===== config.mk =====
export PLATFORM = sky130hd
export DESIGN_NAME = ascii_hex_number_parser
export DESIGN_NICKNAME = d
export VERILOG_FILES = /design/src/rtl/ascii_hex_number_parser.sv
export SDC_FILE = /design/constraint.sdc
export NUM_CORES = 1
export LEC_CHECK = 0
export ABC_AREA = 1
export BUFFER_PORTS_ARGS = -buffer_cell sky130_fd_sc_hd__buf_2
export CAP_MARGIN = 30
export CORE_ASPECT_RATIO = 0.7
export CORE_MARGIN = 2
export CORE_UTILIZATION = 30
export CTS_BUF_LIST = sky130_fd_sc_hd__clkbuf_16
export DETAILED_ROUTE_END_ITERATION = 6
export GPL_ROUTABILITY_DRIVEN = 0
export PLACE_DENSITY_LB_ADDON = 0.3
export SLEW_MARGIN = 20
export SYNTH_ARGS = -nofsm -noshare
export SYNTH_HDL_FRONTEND = slang
export SYNTH_SLANG_ARGS = --single-unit

===== constraint.sdc =====
create_clock -name i_clk -period 2.53 [get_ports i_clk]
set_clock_uncertainty 0.15 [all_clocks]
set_input_delay 0.506 -clock i_clk [delete_from_list [all_inputs] [get_ports i_clk]]
set_output_delay 0.506 -clock i_clk [all_outputs]
set_load 0.02 [all_outputs]

===== src/rtl/ascii_hex_number_parser.sv =====
// ASCII hex operand parser: collects hex digits from a byte stream and presents
// the operand, digit count and error flags once the delimiter byte arrives.
module ascii_hex_number_parser #(
  parameter int unsigned N_DIGITS = 8,
  parameter logic [7:0]  DLM_CHAR = 8'h0D,
  parameter bit          LOWER_EN = 1'b1,
  localparam int unsigned W  = 4 * N_DIGITS,
  localparam int unsigned CW = $clog2(N_DIGITS + 1)
) (
  input  logic          i_clk,
  input  logic          i_rst_n,
  input  logic          i_clr,
  input  logic          i_in_valid,
  input  logic [7:0]    i_in_data,
  output logic          o_in_ready_c,
  output logic          o_out_valid,
  input  logic          i_out_ready,
  output logic [W-1:0]  o_out_data,
  output logic [CW-1:0] o_out_ndig,
  output logic          o_err_char,
  output logic          o_err_ovf
);

  typedef enum logic [1:0] {
    S_IDLE  = 2'd0,
    S_ACC   = 2'd1,
    S_DRAIN = 2'd2,
    S_DONE  = 2'd3
  } state_t;

  state_t          r_state;
  logic [W-1:0]    r_acc;
  logic [CW-1:0]   r_cnt;
  logic            r_err_char;
  logic            r_err_ovf;

  state_t          w_state_nxt;
  logic [W-1:0]    w_acc_nxt;
  logic [CW-1:0]   w_cnt_nxt;
  logic            w_err_char_nxt;
  logic            w_err_ovf_nxt;

  logic            w_accept;
  logic            w_is_dlm;
  logic            w_is_hex;
  logic [3:0]      w_nib;
  logic [W-1:0]    w_shifted;
  logic            w_full;

  // Byte is taken whenever we are out of reset/abort and not holding a result.
  assign o_in_ready_c = i_rst_n & ~i_clr & (r_state != S_DONE);
  assign w_accept     = i_in_valid & o_in_ready_c;
  assign w_is_dlm     = (i_in_data == DLM_CHAR);
  assign w_full       = (r_cnt == CW'(N_DIGITS));
  // Low W bits of {acc, nib} drop the oldest nibble; also correct for one digit.
  assign w_shifted    = W'({r_acc, w_nib});

  // ASCII to nibble decode.
  always_comb begin
    w_is_hex = 1'b0;
    w_nib    = 4'd0;
    if (i_in_data >= 8'h30 && i_in_data <= 8'h39) begin
      w_is_hex = 1'b1;
      w_nib    = 4'(i_in_data - 8'h30);
    end else if (i_in_data >= 8'h41 && i_in_data <= 8'h46) begin
      w_is_hex = 1'b1;
      w_nib    = 4'(i_in_data - 8'h37);
    end else if (LOWER_EN && i_in_data >= 8'h61 && i_in_data <= 8'h66) begin
      w_is_hex = 1'b1;
      w_nib    = 4'(i_in_data - 8'h57);
    end
  end

  // Next-state and datapath update.
  always_comb begin
    w_state_nxt    = r_state;
    w_acc_nxt      = r_acc;
    w_cnt_nxt      = r_cnt;
    w_err_char_nxt = r_err_char;
    w_err_ovf_nxt  = r_err_ovf;
    unique case (r_state)
      S_IDLE: begin
        if (w_accept && !w_is_dlm) begin
          if (w_is_hex) begin
            w_acc_nxt   = w_shifted;
            w_cnt_nxt   = CW'(1);
            w_state_nxt = S_ACC;
          end else begin
            w_err_char_nxt = 1'b1;
            w_state_nxt    = S_DRAIN;
          end
        end
      end
      S_ACC: begin
        if (w_accept) begin
          if (w_is_dlm) begin
            w_state_nxt = S_DONE;
          end else if (w_is_hex) begin
            if (w_full) begin
              w_err_ovf_nxt = 1'b1;
              w_state_nxt   = S_DRAIN;
            end else begin
              w_acc_nxt = w_shifted;
              w_cnt_nxt = r_cnt + CW'(1);
            end
          end else begin
            w_err_char_nxt = 1'b1;
            w_state_nxt    = S_DRAIN;
          end
        end
      end
      S_DRAIN: begin
        if (w_accept) begin
          if (w_is_dlm) begin
            w_state_nxt = S_DONE;
          end else if (!w_is_hex) begin
            w_err_char_nxt = 1'b1;
          end
        end
      end
      S_DONE: begin
        if (i_out_ready) begin
          w_state_nxt    = S_IDLE;
          w_acc_nxt      = '0;
          w_cnt_nxt      = '0;
          w_err_char_nxt = 1'b0;
          w_err_ovf_nxt  = 1'b0;
        end
      end
      default: w_state_nxt = S_IDLE;
    endcase
  end

  // State and accumulator registers; reset and abort both return to empty IDLE.
  always_ff @(posedge i_clk) begin
    if (!i_rst_n || i_clr) begin
      r_state    <= S_IDLE;
      r_acc      <= '0;
      r_cnt      <= '0;
      r_err_char <= 1'b0;
      r_err_ovf  <= 1'b0;
    end else begin
      r_state    <= w_state_nxt;
      r_acc      <= w_acc_nxt;
      r_cnt      <= w_cnt_nxt;
      r_err_char <= w_err_char_nxt;
      r_err_ovf  <= w_err_ovf_nxt;
    end
  end

  assign o_out_valid = (r_state == S_DONE);
  assign o_out_data  = r_acc;
  assign o_out_ndig  = r_cnt;
  assign o_err_char  = r_err_char;
  assign o_err_ovf   = r_err_ovf;

endmodule


==> Implementation_results.wiki, run 1 <==
{| class="wikitable"
! Metric !! Value
|-
| Cell with the largest stage delay on the worst path || dfxtp_1
|-
| Synthesized netlist net count || 426
|-
| Area delta synth->final || 20.4%
|-
| Main combinational cell family by area after synthesis || simple AND/OR/NAND/NOR gates
|-
| Most area-consuming cells after synthesis || dfxtp_1 (32%), nand2_1 (19%), inv_1 (12%), nor2_1 (8.5%), nand3_1 (6.9%)
|-
| EDFF count, synth || 0
|-
| Layout filler cell count || 869
|-
| Max Buffers Root-to-Sink || 2
|-
| Max Fclk || 468 MHz
|-
| Final-report setup violation count || 0
|-
| Register bit total from synthesis || 40
|-
| Core area || 7940 um2
|-
| Max Cap Violations || 0
|-
| Die Y-Extent || 79.9 um
|-
| Total CTS buffers || 5
|-
| Share of the yosys chip area belonging to registers || 32.4%
|-
| DRC violations left || 0
|-
| Post-synthesis simple-gate area fraction || 39.5%
|-
| CP Class || reg2reg
|-
| Highest cell delay on the worst timing path || 340 ps
|-
| Type of the most critical hold path || reg2reg
|-
| Leakage power figure || 1.51 nW
|-
| Unique cell type count in the Yosys netlist || 28
|-
| Total of hold buffers inserted after clock tree synthesis || 0
|-
| First drt pass iteration count || 4
|-
| Pre-CTS setup slack || 238 ps
|-
| I/O Pins || 53
|-
| Cell family with most CP delay || simple AND/OR/NAND/NOR gates
|-
| Period utilization || 84.5%
|-
| Average footprint of a synthesized cell || 6.13 um2
|-
| Top post-synthesis cells by count || nand2_1 (124), inv_1 (77), nor2_1 (56), dfxtp_1 (40), nand3_1 (34)
|-
| Non-filler instance count after layout || 556
|-
| Ys async rst share || 0%
|-
| Deepest level of the CTS H-tree || 2
|-
| Setup TNS after final layout || 0 ps
|-
| Setup repair after global routing missed its margin || no
|-
| Largest area contributor in the synthesized netlist || dfxtp_1
|-
| Chain of cells forming the critical path || ha_1, clkinv_2, nand4_2, a21oi_1, nand2_1, nor2_4, buf_12, nand3_1, nand2_1, nor2_1
|-
| Setup slack of the critical path after layout || 393 ps
|-
| Arr. time, crit path || 2180 ps
|-
| Global-route wire length before repair || 10.2 mm
|-
| Actual slew at the worst max-slew pin || 366 ps
|-
| Post-Synthesis Cell Area || 2470 um2
|-
| HPWL after DPL || 4.34 mm
|-
| Area share of xor/xnor cells in the synthesized design || 0.710%
|-
| DRT iter0 DRCs || 163
|-
| Post-synth top area share || 32.4%
|-
| Post-layout net count || 477
|-
| WP data required || 2570 ps
|-
| CTS sink count || 40
|-
| Endpoint kind of the worst setup timing path || flip-flop
|-
| Total Routing Usage GR || 14.3%
|-
| Post-CTS Setup Inserts || 0
|-
| Final Max Slew Viols || 0
|-
| Library cell used as clock root buffer || clkbuf_16
|-
| Critical path peak fanout || 24
|-
| Clock transition at the registers of the reported paths || 60 ps
|-
| Adder and majority gate portion of the synthesized area || 5.07%
|-
| Largest net degree at the start of global routing || 34
|-
| Most common cell in the synthesized netlist || nand2_1
|-
| Port bufs || 52
|-
| FP Rows || 27
|-
| Most frequent CP cell || nand2_1
|-
| Power density normalized to cell area || 539 nW/um2
|-
| Final global-route overflow total || 0
|-
| Via-to-Cell Ratio || 4.32
|-
| Run status || complete, no violations
|-
| Proportion of synthesized area in mux cells || 0%
|-
| Fraction of the mapped netlist area in compound gates || 5.22%
|-
| Period minus WS final || 2140 ps
|-
| DP Cell Count || 548
|-
| Synthesis Warnings || 0
|-
| Number of antenna violations at the first check in global routing || 0
|-
| Total routed wirelength || 6.06 mm
|-
| Number of global-route vias before repair || 2205
|-
| Antenna diodes || 0
|-
| CP Launch Type || flip-flop
|-
| Rel. slew slack || 75.6%
|-
| Clock latency on the worst-skew pair || 290 ps
|-
| Buffer and inverter count on the worst path || 2
|-
| Number of hold violations in the final report || 0
|-
| Max IR drop VDD || 0.000262 V
|-
| Die Span X || 112 um
|-
| Layout cells sized above 1 || 17.4%
|-
| Full die area || 8980 um2
|-
| Remaining antenna violation count || 0
|-
| Clock tree from TritonCTS || built
|-
| Count of mapped cells out of synthesis || 403
|-
| Detailed-route wire length per cell || 10.9 um
|-
| Initial core utilization || 31.1%
|-
| CTS resizes || 0
|-
| Flip-flop cell with the highest count after synthesis || dfxtp_1
|-
| Via count || 2402
|}
-- layout by cell type, fill, tap and decap left out, types with 3 or more instances in the layout --
cell / synthesis / routed
ha_1: 10 / 10
clkbuf_16: 0 / 5
inv_1: 77 / 77
buf_2: 2 / 52
o21ai_0: 4 / 4
nor2_2: 3 / 3
nand3_1: 34 / 34
nand2_1: 124 / 124
nand4_1: 6 / 6
dfxtp_1: 40 / 40
nor2_1: 56 / 56
buf_4: 1 / 7
a21oi_1: 17 / 17
-- final timing paths --
check	startpoint	endpoint	slack (ps)	cells past startpoint
worst min register to register	o_err_char	o_err_char	320	2
worst max register to register	r_state[0]	o_out_data[3]	390	10
worst min-delay path	o_err_char	o_err_char	320	2
worst max-delay path	r_state[0]	o_out_data[3]	390	10
-- where the power goes --
part,internal [W],switching (W),total (W)
registers,0.000644,0.0000104,0.000654
logic,0.0000806,0.000152,0.000232
clock network,0.000459,0.000257,0.000716
-- cell type report --
type	instances	area [um2]	area share [%]
Sequential cell	40	801	26.9
Tap cell	101	126	4.25
Multi-Input combinational cell	267	1250	42.0
Clock inverter	3	37.5	1.26
Inverter	80	302	10.1
Timing Repair Buffer	60	333	11.2
Clock buffer	5	125	4.21
-- worst reg2reg max path, delay by kind of cell, from the launching register on --
family / cells / cell delay [ps]
AND/OR/NAND/NOR: 6 / 670
flip-flops: 1 / 340
buffers and inverters: 2 / 270
adder cells (fa/ha/maj): 1 / 300
AO/OA/AOI/OAI: 1 / 310
-- logic make-up after synthesis --
group,after synthesis
buf+inv,96
fa+ha+maj,10
simple gates,231
compound gates,24
flops,40
xor+xnor,2
-- sequential cells by signal (all words and copies together) (netlist names) --
name	flops
o_err_char	1
o_err_ovf	1
o_out_ndig	4
r_state	2
o_out_data	32
-- stage by stage --
stage	area (um2)	power (W)	hold WS [ps]	utilization [%]
3_5_place_dp	2810	0.000900	313	35.4
2_1_floorplan	2470	0.000843	347	-
3_3_place_gp	2810	0.000896	311	35.4
5_1_grt	2970	0.00168	358	37.4
4_1_cts	2970	0.00162	322	37.4
6_report	2970	0.00160	317	37.4
-- layer usage --
metal / share of wire (%) / GRT usage (%) / up-vias
met5: 0 / 0 / -
met4: 0.91 / 4.76 / 0
met3: 4.0 / 3.49 / 5
met2: 41 / 21.6 / 43
met1: 54 / 19.8 / 1052
li1: - / - / 1302
No activity file was read; power rests on OpenSTA's default activity.
==> run 2, diff against run 1 <==
==> constraint.sdc (replaced) <==
create_clock -name i_clk -period 2.2 [get_ports i_clk]
set_clock_uncertainty 0.15 [all_clocks]
set_input_delay 0.44 -clock i_clk [delete_from_list [all_inputs] [get_ports i_clk]]
set_output_delay 0.44 -clock i_clk [all_outputs]
set_load 0.02 [all_outputs]
==> run 2 against run 1 <==
Net effect:
- first-iteration DRC count decreased by 27%
- worst hold slack improved by 1.8 ps
- critical path depth fell by 6
- cell count up 0.90%
- final area rose by 2.4%
- combinational power increased by 21%
- wire length fell by 1.8%
- critical path type is now reg2out
- largest cell class unchanged
==> Implementation_results.wiki, run 2 (synthesized netlist as in run 1, its figures left out) <==
{| class="wikitable"
! Metric !! Value
|-
| Period utilization || 91.2%
|-
| Type of the most critical hold path || reg2reg
|-
| HPWL after DPL || 4.40 mm (+1.3%)
|-
| Global-route wire length before repair || 10.0 mm (-2.2%)
|-
| Leakage power figure || 1.56 nW (+2.8%)
|-
| Period minus WS final || 2010 ps
|-
| Max Fclk || 498 MHz
|-
| Largest net degree at the start of global routing || 33 (-2.9%)
|-
| DRC violations left || 0 (unchanged)
|-
| Remaining antenna violation count || 0 (unchanged)
|-
| Sw Share || 25.5% (-0.68 points)
|-
| CP Class || reg2out
|-
| Via count || 2353 (-2.0%)
|-
| Critical path peak fanout || 4 (-83%)
|-
| Rel. slew slack || 77.0% (+1.4 points)
|-
| Arr. time, crit path || 1420 ps (-760 ps)
|-
| Area delta synth->final || 23.3%
|-
| Full die area || 8980 um2 (unchanged)
|-
| Die Span X || 112 um (unchanged)
|-
| Layout filler cell count || 854 (-1.7%)
|-
| Number of antenna violations at the first check in global routing || 0 (unchanged)
|-
| I/O Pins || 53 (unchanged)
|-
| DRT iter0 DRCs || 119 (-27%)
|-
| Most used cells in the layout excluding fill and tap cells || nand2_1 (124), inv_1 (78), nor2_1 (56)
|-
| Post-layout net count || 482 (+1.0%)
|-
| Clock tree from TritonCTS || built
|-
| FP Rows || 27 (unchanged)
|-
| DP Cell Count || 553 (+0.91%)
|-
| Via-to-Cell Ratio || 4.19 (-2.9%)
|-
| Total of hold buffers inserted after clock tree synthesis || 0 (unchanged)
|-
| CTS sink count || 40 (unchanged)
|-
| Clock transition at the registers of the reported paths || 60 ps (about the same)
|-
| Commonest non-fill, non-tap cell in the layout || nand2_1
|-
| Clk network pwr share || 43.9% (-0.8 points)
|-
| Total Routing Usage GR || 13.6% (-0.67 points)
|-
| Initial core utilization || 31.1% (unchanged)
|-
| CP Launch Type || flip-flop
|-
| Sequential power share || 40.9% (about the same)
|-
| Number of hold violations in the final report || 0 (unchanged)
|-
| Final-report setup violation count || 0 (unchanged)
|-
| Largest register FFs || 32 (unchanged)
|-
| Library cell used as clock root buffer || clkbuf_16
|-
| Power Internal || 0.00137 W (+16%)
|-
| Setup repair after global routing missed its margin || no
|-
| Core area || 7940 um2 (unchanged)
|-
| First drt pass iteration count || 4 (unchanged)
|-
| Max Buffers Root-to-Sink || 2 (unchanged)
|-
| Setup TNS after final layout || 0 ps (unchanged)
|-
| Port bufs || 52 (unchanged)
|-
| Detailed-route wire length per cell || 10.6 um (-2.7%)
|-
| Max Cap Violations || 0 (unchanged)
|-
| Endpoint kind of the worst setup timing path || output pin
|-
| Total CTS buffers || 5 (unchanged)
|-
| Number of global-route vias before repair || 2142 (-2.9%)
|-
| Clock latency on the worst-skew pair || 280 ps (about the same)
|-
| Max IR drop VDD || 0.000294 V (+13%)
|-
| Die Y-Extent || 79.9 um (unchanged)
|-
| WP data required || 1610 ps (-960 ps)
|-
| Final global-route overflow total || 0 (unchanged)
|-
| Layout cells sized above 1 || 18.7% (+1.3 points)
|-
| P_sw || 0.000469 W (+12%)
|-
| Total routed wirelength || 5.95 mm (-1.8%)
|-
| Final Max Slew Viols || 0 (unchanged)
|-
| Antenna diodes || 0 (unchanged)
|-
| Non-filler instance count after layout || 561 (+0.90%)
|-
| Combinational group share of total power || 15.2% (+0.7 points)
|-
| Run status || complete, no violations
|-
| Deepest level of the CTS H-tree || 2 (unchanged)
|-
| Power density normalized to cell area || 605 nW/um2 (+12%)
|-
| Actual slew at the worst max-slew pin || 345 ps (-21.0 ps)
|}
## run 2: cell types whose count changed in the layout (fill, tap and decap cells not counted), sizes merged
cell	delta
buf	+5
clkinv	-1
inv	+1
## run 2: critical path: stages, from the launching register on
cell     delay [ps]
dfxtp_1         340
ha_1            240
buf_4           160
nor2_1          190
buf_2           200
## run 2: stage by stage
step	power (W)	instance area, um2	hold slack, ps	utilization (%)	worst slack (ps)
floorplan	0.000969	2470	347	-	260
finish	0.00184	3040	319	38.3	194
detailed placement	0.00105	2870	325	36.2	25.8
CTS	0.00187	3040	332	38.2	128
global route	0.00194	3040	358	38.3	33.3
global placement	0.00104	2870	309	36.2	89.6
## run 2: final timing paths
| check | start | endpoint | slack (ps) | cells past startpoint |
|---|---|---|---|---|
| worst min register to register | o_err_char | o_err_char | 320 | 2 |
| worst max register to register | r_state[0] | o_out_data[21] | 200 | 10 |
| worst min-delay path | o_err_char | o_err_char | 320 | 2 |
| worst max-delay path | r_state[0] | o_in_ready_c | 190 | 4 |
## run 2: routing by layer
metal / vias up / wire length, um / global-route usage (%)
met2: 33 / 2420 / 20.3
met5: - / 0 / 0
met3: 2 / 285 / 4.40
met4: 0 / 7 / 1.83
li1: 1317 / - / -
met1: 1001 / 3240 / 19.5
## run 2: repair_timing
action                     CTS  global route
setup endpoints to repair    0             1
setup buffers                0             0
resized for setup            0             2
## run 2: layout make-up
cell class / count / area, um2 / share of cell area, %
Multi-Input combinational cell: 267 / 1250 / 41.2
Sequential cell: 40 / 801 / 26.3
Tap cell: 101 / 126 / 4.15
Clock inverter: 3 / 38.8 / 1.27
Timing Repair Buffer: 65 / 395 / 13.0
Inverter: 80 / 302 / 9.91
Clock buffer: 5 / 125 / 4.11
## run 2: power by group through the flow
| stage | Clock, W | Combinational (W) | Sequential, W |
|---|---|---|---|
| 6_report | 0.000809 | 0.000280 | 0.000752 |
| 5_1_grt | 0.000864 | 0.000321 | 0.000754 |
| 4_1_cts | 0.000836 | 0.000278 | 0.000752 |
| 3_5_place_dp | 0 | 0.000277 | 0.000768 |
| 3_3_place_gp | 0 | 0.000275 | 0.000768 |
| 2_1_floorplan | 0 | 0.000186 | 0.000783 |
